===== config.mk =====
export PLATFORM = sky130hd
export DESIGN_NAME = paddle_ctrl_flat
export DESIGN_NICKNAME = d
export VERILOG_FILES = /design/src/rtl/paddle_ctrl_if.sv /design/src/rtl/paddle_ctrl.sv /design/src/flat_wrapper.sv
export SDC_FILE = /design/constraint.sdc
export NUM_CORES = 1
export LEC_CHECK = 0
export CAP_MARGIN = 20
export CELL_PAD_IN_SITES_DETAIL_PLACEMENT = 1
export CELL_PAD_IN_SITES_GLOBAL_PLACEMENT = 1
export CORE_UTILIZATION = 38
export DETAILED_ROUTE_END_ITERATION = 8
export PLACE_DENSITY = 0.85
export SKIP_LAST_GASP = 1
export SLEW_MARGIN = 5
export SYNTH_ARGS = -nofsm -noshare
export SYNTH_HDL_FRONTEND = slang
export SYNTH_SLANG_ARGS = --single-unit

===== constraint.sdc =====
create_clock -name frame_clk -period 7.9 [get_ports frame_clk]
set_clock_uncertainty 0.2 [all_clocks]
set_input_delay 1.185 -clock frame_clk [delete_from_list [all_inputs] [get_ports frame_clk]]
set_output_delay 1.185 -clock frame_clk [all_outputs]
set_load 0.05 [all_outputs]

===== src/rtl/paddle_ctrl_if.sv =====
// rtl/paddle_ctrl_if.sv - paddle controller signal bundle (keyboard/ball inputs, paddle geometry outputs)
interface paddle_ctrl_if;
  logic [7:0] keycode;
  logic [9:0] BallY;
  logic [9:0] PaddleX;
  logic [9:0] PaddleY;
  logic [9:0] PaddleL;
  logic [9:0] PaddleW;
  logic [1:0] Dir;

  modport master (
    output keycode, BallY,
    input  PaddleX, PaddleY, PaddleL, PaddleW, Dir
  );

  modport slave (
    input  keycode, BallY,
    output PaddleX, PaddleY, PaddleL, PaddleW, Dir
  );
endinterface


===== src/rtl/paddle_ctrl.sv =====
// rtl/paddle_ctrl.sv - one paddle: accelerating vertical motion clamped to the playfield
// Optional macro CPU_TRACK_EN: request follows BallY instead of keycode.
module paddle_ctrl #(
  parameter int         PADDLE_X      = 40,
  parameter int         PADDLE_Y_INIT = 240,
  parameter int         PADDLE_HALF_L = 24,
  parameter int         PADDLE_HALF_W = 4,
  parameter int         Y_MIN         = 20,
  parameter int         Y_MAX         = 461,
  parameter int         STEP_MIN      = 2,
  parameter int         STEP_MAX      = 8,
  parameter int         ACCEL_FRAMES  = 4,
  parameter logic [7:0] KEY_UP        = 8'h1A,
  parameter logic [7:0] KEY_DOWN      = 8'h16,
  parameter int         DEADBAND      = 4
) (
  input  logic          Reset,
  input  logic          frame_clk,
  paddle_ctrl_if.slave  bus
);

  localparam int SW = $clog2(STEP_MAX + 1);
  localparam int CW = $clog2(ACCEL_FRAMES) + 1;
  localparam logic signed [10:0] Y_TOP = 11'(Y_MIN + PADDLE_HALF_L);
  localparam logic signed [10:0] Y_BOT = 11'(Y_MAX - PADDLE_HALF_L);

  typedef enum logic [1:0] {
    IDLE = 2'b00,
    UP   = 2'b01,
    DOWN = 2'b10
  } state_t;

  state_t            state_q, state_d, req;
  logic [9:0]        y_q, y_d;
  logic [SW-1:0]     step_q, step_d, mv;
  logic [CW-1:0]     cnt_q, cnt_d;
  logic signed [10:0] y_s, mv_s, y_up, y_dn;

  assign y_s = $signed({1'b0, y_q});

`ifdef CPU_TRACK_EN
  // 12-bit so BallY+DEADBAND near 1023 cannot overflow the compare.
  localparam logic signed [11:0] DB = 12'(DEADBAND);
  logic signed [11:0] ball_w, y_w;
  logic               unused_key;
  assign ball_w     = $signed({2'b00, bus.BallY});
  assign y_w        = $signed({2'b00, y_q});
  assign unused_key = ^bus.keycode;

  always_comb begin
    req = IDLE;
    if (ball_w + DB < y_w)      req = UP;
    else if (ball_w > y_w + DB) req = DOWN;
  end
`else
  logic unused_ball;
  assign unused_ball = ^bus.BallY;

  always_comb begin
    req = IDLE;
    if (bus.keycode == KEY_UP)        req = UP;
    else if (bus.keycode == KEY_DOWN) req = DOWN;
  end
`endif

  always_comb begin
    state_d = req;
    y_d     = y_q;
    step_d  = step_q;
    cnt_d   = cnt_q;
    mv      = step_q;
    if (req == IDLE) begin
      step_d = SW'(STEP_MIN);
      cnt_d  = '0;
    end else if (req != state_q) begin
      // entry or reversal restarts acceleration
      mv     = SW'(STEP_MIN);
      step_d = SW'(STEP_MIN);
      cnt_d  = CW'(1);
    end else if (cnt_q == CW'(ACCEL_FRAMES - 1)) begin
      cnt_d  = '0;
      step_d = (step_q >= SW'(STEP_MAX)) ? SW'(STEP_MAX) : step_q + 1'b1;
    end else begin
      cnt_d  = cnt_q + 1'b1;
    end
    mv_s = $signed({{(11 - SW){1'b0}}, mv});
    y_up = y_s - mv_s;
    y_dn = y_s + mv_s;
    if (req == UP)        y_d = (y_up < Y_TOP) ? Y_TOP[9:0] : y_up[9:0];
    else if (req == DOWN) y_d = (y_dn > Y_BOT) ? Y_BOT[9:0] : y_dn[9:0];
  end

  always_ff @(posedge frame_clk or posedge Reset) begin
    if (Reset) begin
      state_q <= IDLE;
      y_q     <= 10'(PADDLE_Y_INIT);
      step_q  <= SW'(STEP_MIN);
      cnt_q   <= '0;
    end else begin
      state_q <= state_d;
      y_q     <= y_d;
      step_q  <= step_d;
      cnt_q   <= cnt_d;
    end
  end

  assign bus.PaddleX = 10'(PADDLE_X);
  assign bus.PaddleY = y_q;
  assign bus.PaddleL = 10'(PADDLE_HALF_L);
  assign bus.PaddleW = 10'(PADDLE_HALF_W);
  assign bus.Dir     = state_q;

endmodule


===== src/flat_wrapper.sv =====
// flat-port wrapper written by rule: the top's interface ports become plain ports
module paddle_ctrl_flat 
#(
  parameter int         PADDLE_X      = 40,
  parameter int         PADDLE_Y_INIT = 240,
  parameter int         PADDLE_HALF_L = 24,
  parameter int         PADDLE_HALF_W = 4,
  parameter int         Y_MIN         = 20,
  parameter int         Y_MAX         = 461,
  parameter int         STEP_MIN      = 2,
  parameter int         STEP_MAX      = 8,
  parameter int         ACCEL_FRAMES  = 4,
  parameter logic [7:0] KEY_UP        = 8'h1A,
  parameter logic [7:0] KEY_DOWN      = 8'h16,
  parameter int         DEADBAND      = 4
)
  (Reset, frame_clk, bus_keycode, bus_BallY, bus_PaddleX, bus_PaddleY, bus_PaddleL, bus_PaddleW, bus_Dir);
  paddle_ctrl_if bus_i ();
  input  logic Reset;
  input  logic frame_clk;
  input wire logic [$bits(bus_i.keycode)-1:0] bus_keycode;
  input wire logic [$bits(bus_i.BallY)-1:0] bus_BallY;
  output wire logic [$bits(bus_i.PaddleX)-1:0] bus_PaddleX;
  output wire logic [$bits(bus_i.PaddleY)-1:0] bus_PaddleY;
  output wire logic [$bits(bus_i.PaddleL)-1:0] bus_PaddleL;
  output wire logic [$bits(bus_i.PaddleW)-1:0] bus_PaddleW;
  output wire logic [$bits(bus_i.Dir)-1:0] bus_Dir;
  assign bus_i.keycode = bus_keycode;
  assign bus_i.BallY = bus_BallY;
  assign bus_PaddleX = bus_i.PaddleX;
  assign bus_PaddleY = bus_i.PaddleY;
  assign bus_PaddleL = bus_i.PaddleL;
  assign bus_PaddleW = bus_i.PaddleW;
  assign bus_Dir = bus_i.Dir;
  paddle_ctrl #(.PADDLE_X(PADDLE_X), .PADDLE_Y_INIT(PADDLE_Y_INIT), .PADDLE_HALF_L(PADDLE_HALF_L), .PADDLE_HALF_W(PADDLE_HALF_W), .Y_MIN(Y_MIN), .Y_MAX(Y_MAX), .STEP_MIN(STEP_MIN), .STEP_MAX(STEP_MAX), .ACCEL_FRAMES(ACCEL_FRAMES), .KEY_UP(KEY_UP), .KEY_DOWN(KEY_DOWN), .DEADBAND(DEADBAND)) u_core (.Reset(Reset), .frame_clk(frame_clk), .bus(bus_i));
endmodule

Word-level counts from Yosys, hierarchy flattened --
Cells that the tools add are included.
Word-level totals: flip-flop bits (word level) 19, input bits 20, output and inout bits 42
Operators by class: add/subtract/negate cells 4, magnitude comparators 3, equal/unequal tests 6, mux-type cells 15, reduce and logical (&&, ||, !) cells 3
Operator list (count):
- $mux 10 | 4
- $mux 4 | 6
- $eq 8x5->1 const B | 2
- $add 10x4->11 | 1
- $gt 11x10->1 const B | 1
- $lt 11x7->1 const B | 1
- $sub 10x4->11 | 1
- $mux 3 | 3
- $add 4x1->4 const B | 1
- $ge 4x4->1 const B | 1
- $mux 2 | 2
- $add 3x1->3 const B | 1
- $eq 3x2->1 const B | 1
- $reduce_bool 3->1 | 1
- $eq 2x1->1 const B | 1
- $eq 2x2->1 const B | 1
- $logic_not 2->1 | 1
- $ne 2x2->1 | 1
- $reduce_bool 2->1 | 1

Longest topological paths before layout --
Gate-level depths: netlist of run 1.
depth after elaboration 11, gate-level depth with buffers 17, mapped depth without buffers 16

Worst setup path before layout of run 1 --
Ideal clock, no wire load.
path kind input -> register, from input bus_keycode[5], to register u_core.y_q[8], in the netlist u_core.bus.PaddleY[8], setup time 0.126 ns, arrival 4.617 ns, required time 7.574 ns, path slack 2.957 ns, stages on the path 16, buffers on the path 1, cells stage by stage nor4b_1 -> and3b_1 -> nand2_1 -> clkbuf_1 -> nand2_1 -> a21oi_1 -> a21oi_1 -> nand2_1 -> fa_1 -> o21bai_1 -> nor4b_1 -> a32oi_1 -> o32ai_2 -> a31oi_4 -> a22o_1 -> a221o_1
On the way: longest elaborated chain between the ends 11, elaborated cells between the ends (all ways) 19, classes of those cells 2 x add/sub; 2 x order compare; 5 x eq/ne; 8 x mux; 2 x reduce/logical
Ends and longest elaborated chain:
- start: declaration | RTL line flat_wrapper.sv:21 | input wire logic [$bits(bus_i.keycode)-1:0] bus_keycode;
- $eq 8x5->1 | RTL line paddle_ctrl.sv:62 | else if (bus.keycode == KEY_DOWN) req = DOWN;
- $mux 2 | RTL line paddle_ctrl.sv:62
- $mux 2 * | RTL line paddle_ctrl.sv:61 | if (bus.keycode == KEY_UP) req = UP;
- $ne 2x2->1 | RTL line paddle_ctrl.sv:75 | end else if (req != state_q) begin
- $mux 4 | RTL line paddle_ctrl.sv:75
- $mux 4 | RTL line paddle_ctrl.sv:72 | if (req == IDLE) begin
- $add 10x4->11 | RTL line paddle_ctrl.sv:88 | y_dn = y_s + mv_s;
- $gt 11x10->1 | RTL line paddle_ctrl.sv:90 | else if (req == DOWN) y_d = (y_dn > Y_BOT) ? Y_BOT[9:0] : y_dn[9:0];
- $mux 10 (2 in series) | RTL line paddle_ctrl.sv:90
- $mux 10 | RTL line paddle_ctrl.sv:89 | if (req == UP) y_d = (y_up < Y_TOP) ? Y_TOP[9:0] : y_up[9:0];
- end signal: assignment | RTL line paddle_ctrl.sv:96 | y_q <= 10'(PADDLE_Y_INIT);
- end signal: assignment | RTL line paddle_ctrl.sv:101 | y_q <= y_d;
- end: declaration | RTL line paddle_ctrl.sv:34 | logic [9:0] y_q, y_d;
Mark *: on every way between the ends. The rest lies on a longest branch, timed or not. The select of a mux whose other input is x is not followed. A chain may end at the register's enable or synchronous reset.

Worst setup path after layout of run 1 --
from input bus_keycode[7], to register u_core.y_q[2], in the netlist u_core.bus.PaddleY[2]
Same word-level chain as after synthesis.

==> impl_metrics.json, run 1 <==
{
  "status": "completed",
  "wl_per_cell_um": 16.0,
  "worstSkewPairLatency_ns": 0.27,
  "worstPathMaxFanout": 12,
  "ys_ff_latch": 19,
  "drt_pre_antenna_iters": 4,
  "syn_avg_cell_area_um2": 8.01,
  "initial_core_util": 0.398,
  "rsz0062_at_grt": "no",
  "ios": 62,
  "power.density_nw_per_um2": 137,
  "reg2reg_from": "u_core.bus.Dir[0]",
  "syn_inst": 275,
  "setup.worst_path.end": "u_core.bus.PaddleY[2]",
  "ir_drop_mv": 0.0532,
  "grt_pass1_vias": 1904,
  "hold_viol": 0,
  "postCtsSetupRepairBufs": 0,
  "reg2reg_depth": 13,
  "max_slew_margin": 0.487,
  "place_congestion": 0.832,
  "drv_slew": 0,
  "ys_types": 64,
  "max_stage_delay_ns": 0.65,
  "synth.most_common_cell": "buf_4",
  "syn_to_final_growth_pct": 8.12,
  "p_seq_frac": 0.353,
  "required_ns": 7.81,
  "end_kind": "flop",
  "overflow": 0,
  "cts_made_buffers": 3,
  "ys_top_cells_by_area": "dfrtp_1, buf_4, ha_1, dfstp_2, nand2_1",
  "drv_cap": 0,
  "ctsResizeCount": 0,
  "crit_arrival_ns": 5.79,
  "die_x_um": 78.1,
  "grt_usage": 0.196,
  "multi_input_area_um2": 1490,
  "num_vias": 1995,
  "row_count": 27,
  "final.period_utilization": 0.744,
  "setup_tns_ns": 0,
  "place_area_um2": 2340,
  "swShare": 0.446,
  "drive_gt1_frac": 0.0836,
  "die_area_um2": 6110,
  "antenna_found_initial": 0,
  "rr_endpoint": "u_core.bus.PaddleY[2]",
  "internal-power_mw": 0.181,
  "crit_slowest_cell": "o311ai_1",
  "netlist.area_leader.share": 0.159,
  "hpwl_um": 4450,
  "wirelength_um": 5730,
  "finalSetupViolCount": 0,
  "hold_path_class": "reg2reg",
  "max_freq_mhz": 170,
  "rrSetupSlack_ns": 3.94,
  "startpoint": "bus_keycode[7]",
  "final_area_um2": 2380,
  "fp.dieH_um": 78.1,
  "crit_chain": "clkdlybuf4s50_1, nor4b_1, and3b_1, nand2_1, nand2_1, a21oi_1, a21oi_1, and2_1, ha_1, fa_1, nand2_1, a21oi_1, a311o_1, a211oi_1, nor4b_1, o311ai_1, nand4_1",
  "fin_nets": 323,
  "cts_root_buf": "clkbuf_8",
  "synth_top_area_cell": "dfrtp_1",
  "pwr-share-comb": 0.427,
  "drcViolationCount": 0,
  "ys_seq_area_frac": 0.219,
  "yosys-top-cells-count": "buf_4, nand2_1, nor2_1",
  "ys.flop_type": "dfrtp_1",
  "fillers": 717,
  "startpoint_type": "input port",
  "p_leak_nw": 0.985,
  "worst-slew-pin-transition_ns": 0.757,
  "syn_area_um2": 2200,
  "core_area_um2": 5540,
  "cts_tree": "yes",
  "numPortBuffers": 21,
  "clkPwrFrac": 0.220,
  "p_sw_mw": 0.146,
  "drt-vias-per-instance": 5.56,
  "cts_buffer_depth": 2,
  "synth_warnings": 0,
  "ant_nets": 0,
  "htreeDepth": 1,
  "grt_max_degree": 20,
  "async_flop_share": 1.00,
  "synth_edf_count": 0,
  "worst-setup-path-type": "in2reg",
  "clkSlewWorstSetupHoldPaths_ns": 0.08,
  "diodes": 0,
  "cts_sinks": 19,
  "power_mw": 0.327,
  "drt_iter0_markers": 109,
  "grt_pass1_wl_um": 9400,
  "hold_buffers": 0,
  "period_minus_slack_ns": 5.88,
  "seqCellArea_um2": 482
}
[worst max-delay path, delay by kind of cell]
kind / cells / cell delay (ns)
AOI/OAI and AO/OA: 6 / 1.79
adders and majority gates: 2 / 0.68
and+or+nand+nor: 8 / 1.72
buffers and inverters: 1 / 0.41
[power groups by stage]
stage / Clock, mW / Sequential [mW] / Combinational (mW)
CTS: 0.0742 / 0.115 / 0.139
detailed placement: 0 / 0.117 / 0.138
global placement: 0 / 0.116 / 0.134
finish: 0.0720 / 0.115 / 0.139
global route: 0.0765 / 0.116 / 0.149
floorplan: 0 / 0.127 / 0.107
[final cells by class]
cell class / count / area share
clock buffer: 3 / 0.0173
clock inverter: 1 / 0.00210
inverter: 16 / 0.0252
multi-input combinational: 227 / 0.627
sequential: 19 / 0.202
tap: 72 / 0.0378
timing repair buffer: 21 / 0.0882
[sequential cells by signal (all words and copies together), names as in the netlist]
register            flops
u_core.step_q           4
u_core.bus.PaddleY     10
u_core.bus.Dir          2
u_core.cnt_q            3
[kinds of logic after synthesis]
family / Yosys count / share of synthesized area
other: 2 / 0.00341
buffers and inverters: 57 / 0.151
adders and majority gates: 15 / 0.0920
muxes: 1 / 0.00511
xor gates and xnor gates: 7 / 0.0363
AOI/OAI and AO/OA: 78 / 0.260
and+or+nand+nor: 96 / 0.234
DFF: 19 / 0.219
[cell usage in the layout (no fill, tap or decap), types with 5 or more instances in the layout]
master,Yosys,layout
a21oi_1,17,17
o21ai_1,7,7
nor3b_1,5,5
conb_1,2,30
inv_1,13,13
ha_1,13,13
dfstp_2,5,5
clkdlybuf4s50_1,0,21
o21ai_0,9,9
nor2b_1,7,7
nand2_1,24,24
nor2_1,21,21
a22o_1,5,5
dfrtp_1,14,14
and2_1,5,5
[stage by stage]
| step | setup slack, ns | hold WS (ns) | util | std cells |
|---|---|---|---|---|
| 3_5_place_dp | 1.77 | 0.353 | 0.422 | 355 |
| 2_1_floorplan | 2.96 | 0.330 | - | 303 |
| 3_3_place_gp | 1.93 | 0.339 | 0.422 | 355 |
| 4_1_cts | 2.02 | 0.366 | 0.430 | 359 |
| 6_report | 2.02 | 0.362 | 0.430 | 359 |
| 5_1_grt | 1.56 | 0.383 | 0.430 | 359 |
[layer usage]
layer | vias up | global-route usage | wire length (um)
li1 | 948 | - | -
met1 | 967 | 0.247 | 2470
met2 | 75 | 0.343 | 2820
met3 | 5 | 0.0198 | 368
met4 | 0 | 0.0741 | 72
met5 | - | 0 | 0
[how the worst min path moves through the flow]
stage	startpoint	cells after the start	endpoint
6_report	u_core.cnt_q[2]	1	u_core.cnt_q[2]
5_1_grt	u_core.cnt_q[2]	1	u_core.cnt_q[2]
4_1_cts	u_core.cnt_q[2]	1	u_core.cnt_q[2]
3_5_place_dp	u_core.cnt_q[2]	1	u_core.cnt_q[2]
3_3_place_gp	u_core.cnt_q[2]	1	u_core.cnt_q[2]
2_1_floorplan	u_core.cnt_q[2]	1	u_core.cnt_q[2]
(Power assumes the default switching activity.)
==> run 2, diff against run 1 <==
--- a/config.mk
+++ b/config.mk
@@ -8,9 +8,9 @@
 export CAP_MARGIN = 20
 export CELL_PAD_IN_SITES_DETAIL_PLACEMENT = 1
 export CELL_PAD_IN_SITES_GLOBAL_PLACEMENT = 1
-export CORE_UTILIZATION = 38
+export CORE_UTILIZATION = 35
 export DETAILED_ROUTE_END_ITERATION = 8
-export PLACE_DENSITY = 0.85
+export PLACE_DENSITY = 0.79
 export SKIP_LAST_GASP = 1
 export SLEW_MARGIN = 5
 export SYNTH_ARGS = -nofsm -noshare
==> constraint.sdc (replaced) <==
create_clock -name frame_clk -period 5.5 [get_ports frame_clk]
set_clock_uncertainty 0.2 [all_clocks]
set_input_delay 0.825 -clock frame_clk [delete_from_list [all_inputs] [get_ports frame_clk]]
set_output_delay 0.825 -clock frame_clk [all_outputs]
set_load 0.05 [all_outputs]
==> impl_metrics.json, run 2 (same netlist as run 1, synthesis figures left out) <==
{
  "status": "completed",
  "power.density_nw_per_um2": 196,
  "hpwl_um": 4660,
  "place_congestion": 0.901,
  "syn_to_final_growth_pct": 10.3,
  "drt-vias-per-instance": 5.39,
  "rsz0062_at_grt": "no",
  "max_freq_mhz": 200,
  "p_leak_nw": 1.01,
  "wirelength_um": 5870,
  "cts_buffer_depth": 2,
  "top_layer_used": "met4",
  "postCtsSetupRepairBufs": 0,
  "worstPathMaxFanout": 8,
  "path_delay_family": "simple AND/OR/NAND/NOR gates",
  "swShare": 0.447,
  "die_area_um2": 6620,
  "startpoint_type": "input port",
  "drv_cap": 0,
  "final.period_utilization": 0.908,
  "ctsResizeCount": 0,
  "initial_core_util": 0.368,
  "pre_cts_slack_ns": 0.230,
  "ir_drop_mv": 0.0924,
  "met1_length_um": 2640,
  "p_sw_mw": 0.213,
  "worst-slew-pin-transition_ns": 0.806,
  "die_x_um": 81.3,
  "max_stage_delay_ns": 0.40,
  "fin_nets": 329,
  "num_vias": 1984,
  "crit_slowest_cell": "clkdlybuf4s50_1",
  "place_area_um2": 2380,
  "worst_slack_ns": 0.507,
  "final_area_um2": 2430,
  "grt_pass1_wl_um": 9600,
  "drt_pre_antenna_iters": 4,
  "row_count": 28,
  "drt_iter0_markers": 72,
  "route.met3.wl_um": 181,
  "cts_sinks": 19,
  "cts_root_buf": "clkbuf_8",
  "core_area_um2": 5990,
  "dr_wl_met2_um": 2890,
  "end_kind": "flop",
  "path_common_cell": "nand2_1",
  "setup_tns_ns": 0,
  "ant_nets": 0,
  "drv_slew": 0,
  "diodes": 0,
  "internal-power_mw": 0.264,
  "power_mw": 0.477,
  "htreeDepth": 1,
  "grt_pass1_vias": 1945,
  "final_util": 0.406,
  "clkPwrFrac": 0.224,
  "finalSetupViolCount": 0,
  "wl_per_cell_um": 16.0,
  "crit_chain": "clkdlybuf4s50_1, nor4b_1, and3b_1, nand2_1, nand2_1, nand2_1, a21oi_1, buf_4, and2_1, ha_1, and3_1, a22oi_2, nor4_1, a221oi_2, nor4b_1, o311ai_1, buf_4, nand4_1",
  "fillers": 735,
  "drive_gt1_frac": 0.102,
  "worstSkewPairLatency_ns": 0.27,
  "overflow": 0,
  "antenna_found_initial": 0,
  "period_minus_slack_ns": 4.99,
  "worst-setup-path-type": "in2reg",
  "layout_common_cells": "conb_1, nand2_1, nor2_1, clkdlybuf4s50_1, a21oi_1",
  "cp.buffers_inverters": 3,
  "grt_max_degree": 20,
  "hold_buffers": 0,
  "clkSlewWorstSetupHoldPaths_ns": 0.09,
  "final_common_cell": "conb_1",
  "cts_made_buffers": 3,
  "drcViolationCount": 0,
  "ios": 62,
  "crit_arrival_ns": 4.94,
  "hold_viol": 0,
  "grt_usage": 0.189,
  "pwr-share-comb": 0.432,
  "max_slew_margin": 0.462,
  "fp.dieH_um": 81.3,
  "hold_path_class": "reg2reg",
  "numPortBuffers": 21,
  "p_seq_frac": 0.344,
  "cts_tree": "yes",
  "largest_reg_flops": 10,
  "required_ns": 5.45
}
## run 2: cell types whose count changed in the layout (fill, tap and decap cells not counted)
cell / delta
buf_4: +6
## run 2: stage by stage
| stage | hold WS [ns] | std cells |
|---|---|---|
| finish | 0.363 | 368 |
| global route | 0.383 | 368 |
| CTS | 0.364 | 368 |
| detailed placement | 0.353 | 364 |
| global placement | 0.341 | 364 |
| floorplan | 0.330 | 303 |
## run 2: power groups by stage
stage | Sequential [mW] | Clock, mW | Combinational (mW)
after floorplan | 0.182 | 0 | 0.154
after global placement | 0.167 | 0 | 0.199
after detailed placement | 0.167 | 0 | 0.205
after CTS | 0.164 | 0.108 | 0.206
after global routing | 0.166 | 0.114 | 0.222
final | 0.164 | 0.107 | 0.206
## run 2: final timing paths
check | from | end | slack, ns | cells past startpoint
max in group asynchronous | Reset | u_core.bus.PaddleY[1] | 3.78 | 2
min reg2reg | u_core.cnt_q[2] | u_core.cnt_q[2] | 0.36 | 1
max reg2reg | u_core.bus.Dir[1] | u_core.bus.PaddleY[2] | 1.80 | 14
min | u_core.cnt_q[2] | u_core.cnt_q[2] | 0.36 | 1
min in group asynchronous | Reset | u_core.bus.PaddleY[3] | 0.81 | 2
max | bus_keycode[5] | u_core.bus.PaddleY[2] | 0.51 | 18
## run 2: metal layers
metal,track usage,up-vias
met5,0,-
met4,0.0696,0
met3,0.0270,14
met2,0.323,48
met1,0.239,967
li1,-,955
## run 2: cell type report
class	count	area [um^2]	share of cell area
Inverter	16	60.1	0.0247
Tap cell	75	93.8	0.0386
Timing Repair Buffer	27	255	0.105
Clock buffer	3	41.3	0.0170
Clock inverter	1	5.00	0.00206
Multi-Input combinational cell	227	1490	0.615
Sequential cell	19	482	0.198
